`src/rtl/if_fetch_unit.sv`:
```
// Instruction-fetch stage: PC ownership, instruction-bus requests, the IF/ID register,
// MIPS delay-slot branch redirection, stall/flush handling and a 1-entry skid buffer.
module if_fetch_unit #(
    parameter logic [31:0] RESET_PC = 32'h8000_0000
) (
    input  logic        clk,
    input  logic        rst,
    input  logic        stall_i,
    input  logic        flush_i,
    input  logic [31:0] flush_pc_i,
    input  logic        branch_flag_i,
    input  logic [31:0] branch_target_addr_i,
    output logic        inst_req_o,
    output logic [31:0] inst_addr_o,
    input  logic        inst_ack_i,
    input  logic [31:0] inst_rdata_i,
    output logic [31:0] pc_o,
    output logic [31:0] inst_o,
    output logic        inst_valid_o,
    output logic        stallreq_if_o
);

    typedef enum logic [1:0] {BOOT, FETCH, HOLD} state_t;

    state_t      state_reg, state_next;
    logic [31:0] fetch_pc_reg, fetch_pc_next;
    logic [31:0] skid_inst_reg, skid_inst_next;
    logic        pending_reg, pending_next;
    logic [31:0] pending_target_reg, pending_target_next;
    logic        discard_reg, discard_next;
    logic [31:0] redirect_pc_reg, redirect_pc_next;
    logic [31:0] pc_reg, pc_next;
    logic [31:0] inst_reg, inst_next;
    logic        valid_reg, valid_next;

    logic        branch_taken;
    logic        accept;
    logic [31:0] accept_inst;
    logic [31:0] next_fetch_pc;

    assign inst_req_o    = (state_reg == FETCH);
    assign inst_addr_o   = (state_reg == FETCH) ? fetch_pc_reg : 32'h0;
    assign stallreq_if_o = inst_req_o & ~inst_ack_i;
    assign pc_o          = pc_reg;
    assign inst_o        = inst_reg;
    assign inst_valid_o  = valid_reg;

    // A branch is only seen once: while its instruction sits valid in IF/ID and the pipe moves.
    assign branch_taken  = branch_flag_i & valid_reg & ~stall_i & ~pending_reg;
    assign next_fetch_pc = pending_reg  ? pending_target_reg :
                           branch_taken ? branch_target_addr_i :
                                          fetch_pc_reg + 32'd4;

    always_comb begin
        state_next          = state_reg;
        fetch_pc_next       = fetch_pc_reg;
        skid_inst_next      = skid_inst_reg;
        pending_next        = pending_reg;
        pending_target_next = pending_target_reg;
        discard_next        = discard_reg;
        redirect_pc_next    = redirect_pc_reg;
        pc_next             = pc_reg;
        inst_next           = inst_reg;
        valid_next          = valid_reg;
        accept              = 1'b0;
        accept_inst         = inst_rdata_i;

        if (flush_i) begin
            valid_next   = 1'b0;
            inst_next    = 32'h0;
            pending_next = 1'b0;
            // An un-acked request must complete at its original address; its word is dropped.
            if (state_reg == FETCH && !inst_ack_i) begin
                discard_next     = 1'b1;
                redirect_pc_next = flush_pc_i;
            end else begin
                discard_next  = 1'b0;
                fetch_pc_next = flush_pc_i;
                state_next    = FETCH;
            end
        end else begin
            case (state_reg)
                BOOT: state_next = FETCH;
                FETCH: begin
                    if (discard_reg) begin
                        if (inst_ack_i) begin
                            fetch_pc_next = redirect_pc_reg;
                            discard_next  = 1'b0;
                        end
                        if (!stall_i) begin
                            valid_next = 1'b0;
                            inst_next  = 32'h0;
                        end
                    end else if (inst_ack_i && stall_i) begin
                        // fetch_pc stays put in HOLD, so it doubles as the parked word's pc.
                        skid_inst_next = inst_rdata_i;
                        state_next     = HOLD;
                    end else if (inst_ack_i) begin
                        accept = 1'b1;
                    end else if (!stall_i) begin
                        valid_next = 1'b0;
                        inst_next  = 32'h0;
                    end
                end
                HOLD: begin
                    if (!stall_i) begin
                        accept      = 1'b1;
                        accept_inst = skid_inst_reg;
                        state_next  = FETCH;
                    end
                end
                default: state_next = BOOT;
            endcase

            if (accept) begin
                pc_next       = fetch_pc_reg;
                inst_next     = accept_inst;
                valid_next    = 1'b1;
                fetch_pc_next = next_fetch_pc;
                pending_next  = 1'b0;
            end else if (branch_taken) begin
                pending_next        = 1'b1;
                pending_target_next = branch_target_addr_i;
            end
        end
    end

    always_ff @(posedge clk or posedge rst) begin
        if (rst) begin
            state_reg          <= BOOT;
            fetch_pc_reg       <= RESET_PC;
            skid_inst_reg      <= 32'h0;
            pending_reg        <= 1'b0;
            pending_target_reg <= 32'h0;
            discard_reg        <= 1'b0;
            redirect_pc_reg    <= 32'h0;
            pc_reg             <= 32'h0;
            inst_reg           <= 32'h0;
            valid_reg          <= 1'b0;
        end else begin
            state_reg          <= state_next;
            fetch_pc_reg       <= fetch_pc_next;
            skid_inst_reg      <= skid_inst_next;
            pending_reg        <= pending_next;
            pending_target_reg <= pending_target_next;
            discard_reg        <= discard_next;
            redirect_pc_reg    <= redirect_pc_next;
            pc_reg             <= pc_next;
            inst_reg           <= inst_next;
            valid_reg          <= valid_next;
        end
    end

endmodule
```
`config.mk`:
```
export PLATFORM = sky130hd
export DESIGN_NAME = if_fetch_unit
export DESIGN_NICKNAME = d
export VERILOG_FILES = /design/src/rtl/if_fetch_unit.sv
export SDC_FILE = /design/constraint.sdc
export NUM_CORES = 1
export LEC_CHECK = 0
export BUFFER_PORTS_ARGS = -buffer_cell sky130_fd_sc_hd__buf_2
export CORE_UTILIZATION = 39
export CTS_BUF_LIST = sky130_fd_sc_hd__clkbuf_16
export DETAILED_ROUTE_END_ITERATION = 8
export HOLD_SLACK_MARGIN = 0.06
export PLACE_DENSITY_LB_ADDON = 0.15
export SLEW_MARGIN = 20
export SYNTH_ARGS = -nofsm -noshare
export SYNTH_HDL_FRONTEND = slang
export SYNTH_SLANG_ARGS = --single-unit
export TNS_END_PERCENT = 30
```
`constraint.sdc`:
```
create_clock -name clk -period 6.7 [get_ports clk]
set_clock_uncertainty 0.15 [all_clocks]
set_input_delay 1.34 -clock clk [delete_from_list [all_inputs] [get_ports clk]]
set_output_delay 1.34 -clock clk [all_outputs]
set_load 0.03 [all_outputs]
```
== Word-level counts from Yosys, hierarchy flattened ==
Index checks and enable logic that the tools add are counted.

* Input port bits: 102
* Output and inout port bits: 99
* Register bits: 197

* Equal/unequal tests: 8
* Reductions and logical operators: 16
* Add/sub/neg operators: 1
* Bitwise logic cells: 10
* Muxes and demuxes: 45

{| class="wikitable"
|+ Operator list
! kind !! number
|-
| $mux 32 || 18
|-
| $add 32x3->32 const B || 1
|-
| $mux 1 || 20
|-
| $reduce_and 4->1 || 3
|-
| $reduce_bool 3->1 || 4
|-
| $mux 2 || 5
|-
| $ne 3x3->1 const B || 2
|-
| $not 1->1 || 6
|-
| $pmux 2 s3 || 1
|-
| $reduce_and 3->1 || 2
|-
| $and 1x1->1 || 4
|-
| $ne 4x2->1 const B || 1
|-
| $ne 4x3->1 const B || 1
|-
| $reduce_and 2->1 || 2
|-
| $ne 3x2->1 const B || 1
|-
| $eq 2x1->1 const B || 1
|-
| $eq 2x2->1 const B || 1
|-
| $logic_and 1x1->1 || 2
|-
| $logic_not 2->1 || 1
|-
| $ne 2x2->1 const B || 1
|-
| $pmux 1 s2 || 1
|-
| $reduce_bool 2->1 || 1
|-
| $logic_not 1->1 || 1
|}

== Depth between registers and ports, before layout ==
* Depth after elaboration: 7
* Depth in mapped cells: 10
* Depth with buffers taken out: 7

== Least setup slack after synthesis ==
Ideal clock, no wire load.

* Path type: input to register
* Start: input port stall_i
* End: register pending_target_reg[16]
* Arrival time: 2927 ps
* Stages: 7
* Path slack: 3498 ps
* Path buffers: 3
* Setup time: 125 ps
* Path through: nand3b_1 -> clkbuf_1 -> nor2_1 -> and3_1 -> clkbuf_1 -> buf_2 -> mux2_2

* Word-level cells in the longest chain between the ends: 7
* Elaborated cells between the ends (all ways): 11

{| class="wikitable"
|+ RTL lines
! item !! line !! RTL
|-
| start: declaration || 8 || <nowiki>input logic stall_i,</nowiki>
|-
| $logic_and 1x1->1 || 94 || <nowiki>end else if (inst_ack_i && stall_i) begin</nowiki>
|-
| $mux 1 || 94 ||
|-
| $mux 1 || 85 || <nowiki>if (discard_reg) begin</nowiki>
|-
| $pmux 1 s2 || 82 || <nowiki>case (state_reg)</nowiki>
|-
| $mux 1 || 68 || <nowiki>if (flush_i) begin</nowiki>
|-
| $not 1->1 (no line) || n/a ||
|-
| $reduce_and 3->1 (no line) * || n/a ||
|-
| end signal: assignment || 145 || <nowiki>pending_target_reg <= pending_target_next;</nowiki>
|-
| end: declaration || 29 || <nowiki>logic [31:0] pending_target_reg, pending_target_next;</nowiki>
|}

Every way passes the cells marked *; elsewhere a longest branch is shown, timed or not. The select of a mux whose other input is x is not followed.
A chain may end at the register's enable or synchronous reset.

== Worst setup path after layout ==
* Start: input port stall_i
* End: register fetch_pc_reg[30]

* Word-level cells in the longest chain between the ends: 7
* Elaborated cells between the ends (all ways): 17

{| class="wikitable"
|+ RTL lines
! item !! line !! RTL
|-
| $logic_and 1x1->1 / $not 1->1 (equally long branches) || 94, 49 ||
|-
| $mux 1 / $and 1x1->1 (equally long branches) || 94, 49 ||
|-
| $mux 1 / $and 1x1->1 (equally long branches) || 85, 49 ||
|-
| $pmux 1 s2 / $mux 32 (equally long branches) || 82, 51 ||
|-
| $mux 1 / $mux 32 (equally long branches) || 68, 50 ||
|-
| $reduce_bool 3->1 (no line) / $mux 32 (equally long branches) || n/a ||
|-
| $reduce_and 4->1 (no line) / $mux 32 (equally long branches) || n/a ||
|-
| end signal: assignment || 142 || <nowiki>fetch_pc_reg <= fetch_pc_next;</nowiki>
|-
| end: declaration || 26 || <nowiki>logic [31:0] fetch_pc_reg, fetch_pc_next;</nowiki>
|}

Parallel ways exist; a longest one is shown, timed or not. The select of a mux whose other input is x is not followed.

==> impl_metrics.json <==
{
  "cts_buffers": 17,
  "required_ps": 6880,
  "ant_nets": 0,
  "postCtsSetupBuffers": 0,
  "syn_avg_cell_area_sq_um": 10.6,
  "postSynthCellCount": 920,
  "yosys.area.top_type": "dfrtp_1",
  "dr.first_iter.drc_count": 688,
  "synthesis.area_sq_um": 9770,
  "yosys.cell_count.top_type": "dfrtp_1",
  "ys_seq_area_share_pct": 50.5,
  "num_vias": 7733,
  "cts_sinks": 197,
  "port_buffers": 200,
  "dr.pass1.iters": 5,
  "min_period_ps": 3710,
  "peakVddDrop_mv": 0.177,
  "start_kind": "primary input",
  "fmax_ghz": 0.270,
  "grtUsageTotal_pct": 22.6,
  "wire_per_inst_um": 20.1,
  "setup-tns-final_ps": 0,
  "postLayoutCellArea_sq_um": 11600,
  "synth_nets": 1027,
  "cts-resized-gates": 0,
  "start_util_pct": 39.9,
  "die-area_sq_um": 25700,
  "rrSetupSlack_ps": 3260,
  "clkTransAtPathRegs_ps": 70,
  "hold_viol": 0,
  "row_count": 57,
  "worstSetupEndpoint": "fetch_pc_reg[30]",
  "status": "completed",
  "setup.worst_path.start": "stall_i",
  "netlist_top_cells_count": "dfrtp_1 (196), nand2_1 (150), mux2_2 (96)",
  "hold_ws_ps": 323,
  "synth_seq_cells": 197,
  "maxCapViolations": 0,
  "max_slew_margin_pct": 27.0,
  "grt_pass1_wl_um": 44500,
  "end_kind": "flop",
  "grt_pass1_vias": 7356,
  "fp.dieH_um": 160,
  "critPathTopFamily": "compound AO/OA/AOI/OAI gates",
  "place_congestion": 0.800,
  "antenna_found_initial": 0,
  "drive_gt1_share_pct": 32.9,
  "slowest_delay_ps": 1000,
  "clockBufferDepth": 2,
  "root_buffer": "clkbuf_16",
  "clk_latency_ps": 440,
  "ys_warn_count": 0,
  "coreArea_sq_um": 24500,
  "netlist.area_leader.share_pct": 50.2,
  "p_leak_nw": 5.65,
  "synthToLayoutAreaGrowth_pct": 19.0,
  "cp.depth": 6,
  "placed_cell_area_sq_um": 11000,
  "synth_async_sr_flop_share_pct": 100,
  "cts_tree": "built",
  "stdcell_count": 1419,
  "cp_num_buf_inv": 2,
  "r2r_end": "fetch_pc_reg[30]",
  "cts_hold_buf": 0,
  "rsz0062_at_grt": "no",
  "synthTopCellsByArea": "dfrtp_1 (50%), mux2_2 (11%), nand2_1 (5.8%)",
  "synth_edf_count": 0,
  "crit_path_top_delay_cell": "a221o_1",
  "setup_viol": 0,
  "antenna_cells": 0,
  "dp_hpwl_um": 19200,
  "grt_max_degree": 142,
  "grt_overflow_total": 0,
  "ys.flop_type": "dfrtp_1",
  "cp.arrival_ps": 3890,
  "dp.cells": 1387,
  "r2r_cells": 7,
  "final_nets": 1189,
  "vias_per_cell": 5.45,
  "powerDensity_nw_per_um2": 442,
  "dieWidth_um": 160,
  "final_max_slew_viol_count": 0,
  "h-tree-depth": 4,
  "worst_slew_pin_slew_ps": 1090,
  "ys_types": 68,
  "worstReg2RegStart": "state_reg[0]",
  "remaining_drc_errors": 0,
  "ios": 201,
  "cp_cell_sequence": "buf_2, nor3b_1, a221o_1, buf_4, o311ai_0, a22o_1",
  "crit_type": "in2reg",
  "wirelength_um": 28500,
  "fin_crit_sh_pct": 55.4,
  "min-delay-path-class": "reg2reg",
  "worstPathMaxFanout": 26
}
==> layer usage <==
metal / track usage [%] / wire (um) / vias to the layer above
met5: 0 / 0 / -
met3: 4.83 / 1850 / 18
met4: 4.94 / 260 / 0
met2: 31.6 / 11900 / 259
li1: - / - / 3631
met1: 35.4 / 14500 / 3825
==> power breakdown <==
part	switching [mW]	internal [mW]
combinational	1.21	0.771
sequential	0.410	1.66
clock	0.514	0.571
==> worst min-delay path by stage <==
stage               startpoint       end  slack [ps]  cells past startpoint
4_1_cts               pc_o[30]  pc_o[30]         330                      2
3_5_place_dp          pc_o[30]  pc_o[30]         310                      2
2_1_floorplan  fetch_pc_reg[0]   pc_o[0]         300                      2
6_report              pc_o[30]  pc_o[30]         320                      2
5_1_grt               pc_o[30]  pc_o[30]         340                      2
3_3_place_gp          pc_o[30]  pc_o[30]         300                      2
==> area by class of cell <==
class	instances	area, sq um
clock buffer	17	425
clock inverter	15	191
fill	2344	12800
inverter	10	41.3
multi-input combinational	638	4480
sequential	197	4930
tap	324	405
timing repair buffer	218	1150
==> stage by stage <==
| stage | setup WS, ps | power, mW | utilization, % |
|---|---|---|---|
| 2_1_floorplan | 2660 | 3.44 | - |
| 3_3_place_gp | 2650 | 4.04 | 45.0 |
| 3_5_place_dp | 2560 | 4.08 | 45.0 |
| 4_1_cts | 3040 | 5.17 | 47.5 |
| 5_1_grt | 2820 | 5.44 | 47.5 |
| 6_report | 2990 | 5.14 | 47.5 |
==> worst register-to-register path: stages, from the launching register on <==
cell and delay (ps):
dfrtp_1 380, inv_1 90, ha_1 300, nor3b_1 620, a221o_1 1010, buf_4 390
o311ai_0 180, a22o_1 220
==> cell families (layout without fill, tap and decap cells) <==
| kind of cell | after synthesis | count (layout) | synth area share (%) |
|---|---|---|---|
| muxes | 137 | 137 | 15.3 |
| and+or+nand+nor | 295 | 295 | 14.4 |
| xor gates and xnor gates | 10 | 10 | 0.897 |
| DFF | 197 | 197 | 50.5 |
| adders and majority gates | 5 | 5 | 0.641 |
| buffers and inverters | 85 | 260 | 3.88 |
| AOI/OAI and AO/OA | 191 | 191 | 14.4 |
==> placed cells by master (no fill, tap or decap), drive strengths merged, types with 9 or more instances in the layout <==
master,instances
a31oi,12
dfrtp,196
nand2b,9
nor3,12
a21oi,26
o211ai,13
nor3b,9
o2bb2ai,32
clkbuf,17
and2,36
nor2,39
mux2,97
o21ai,32
nand2,150
nand4,11
mux2i,40
buf,218
inv,17
a221o,11
No activity file was read; power rests on OpenSTA's default activity.
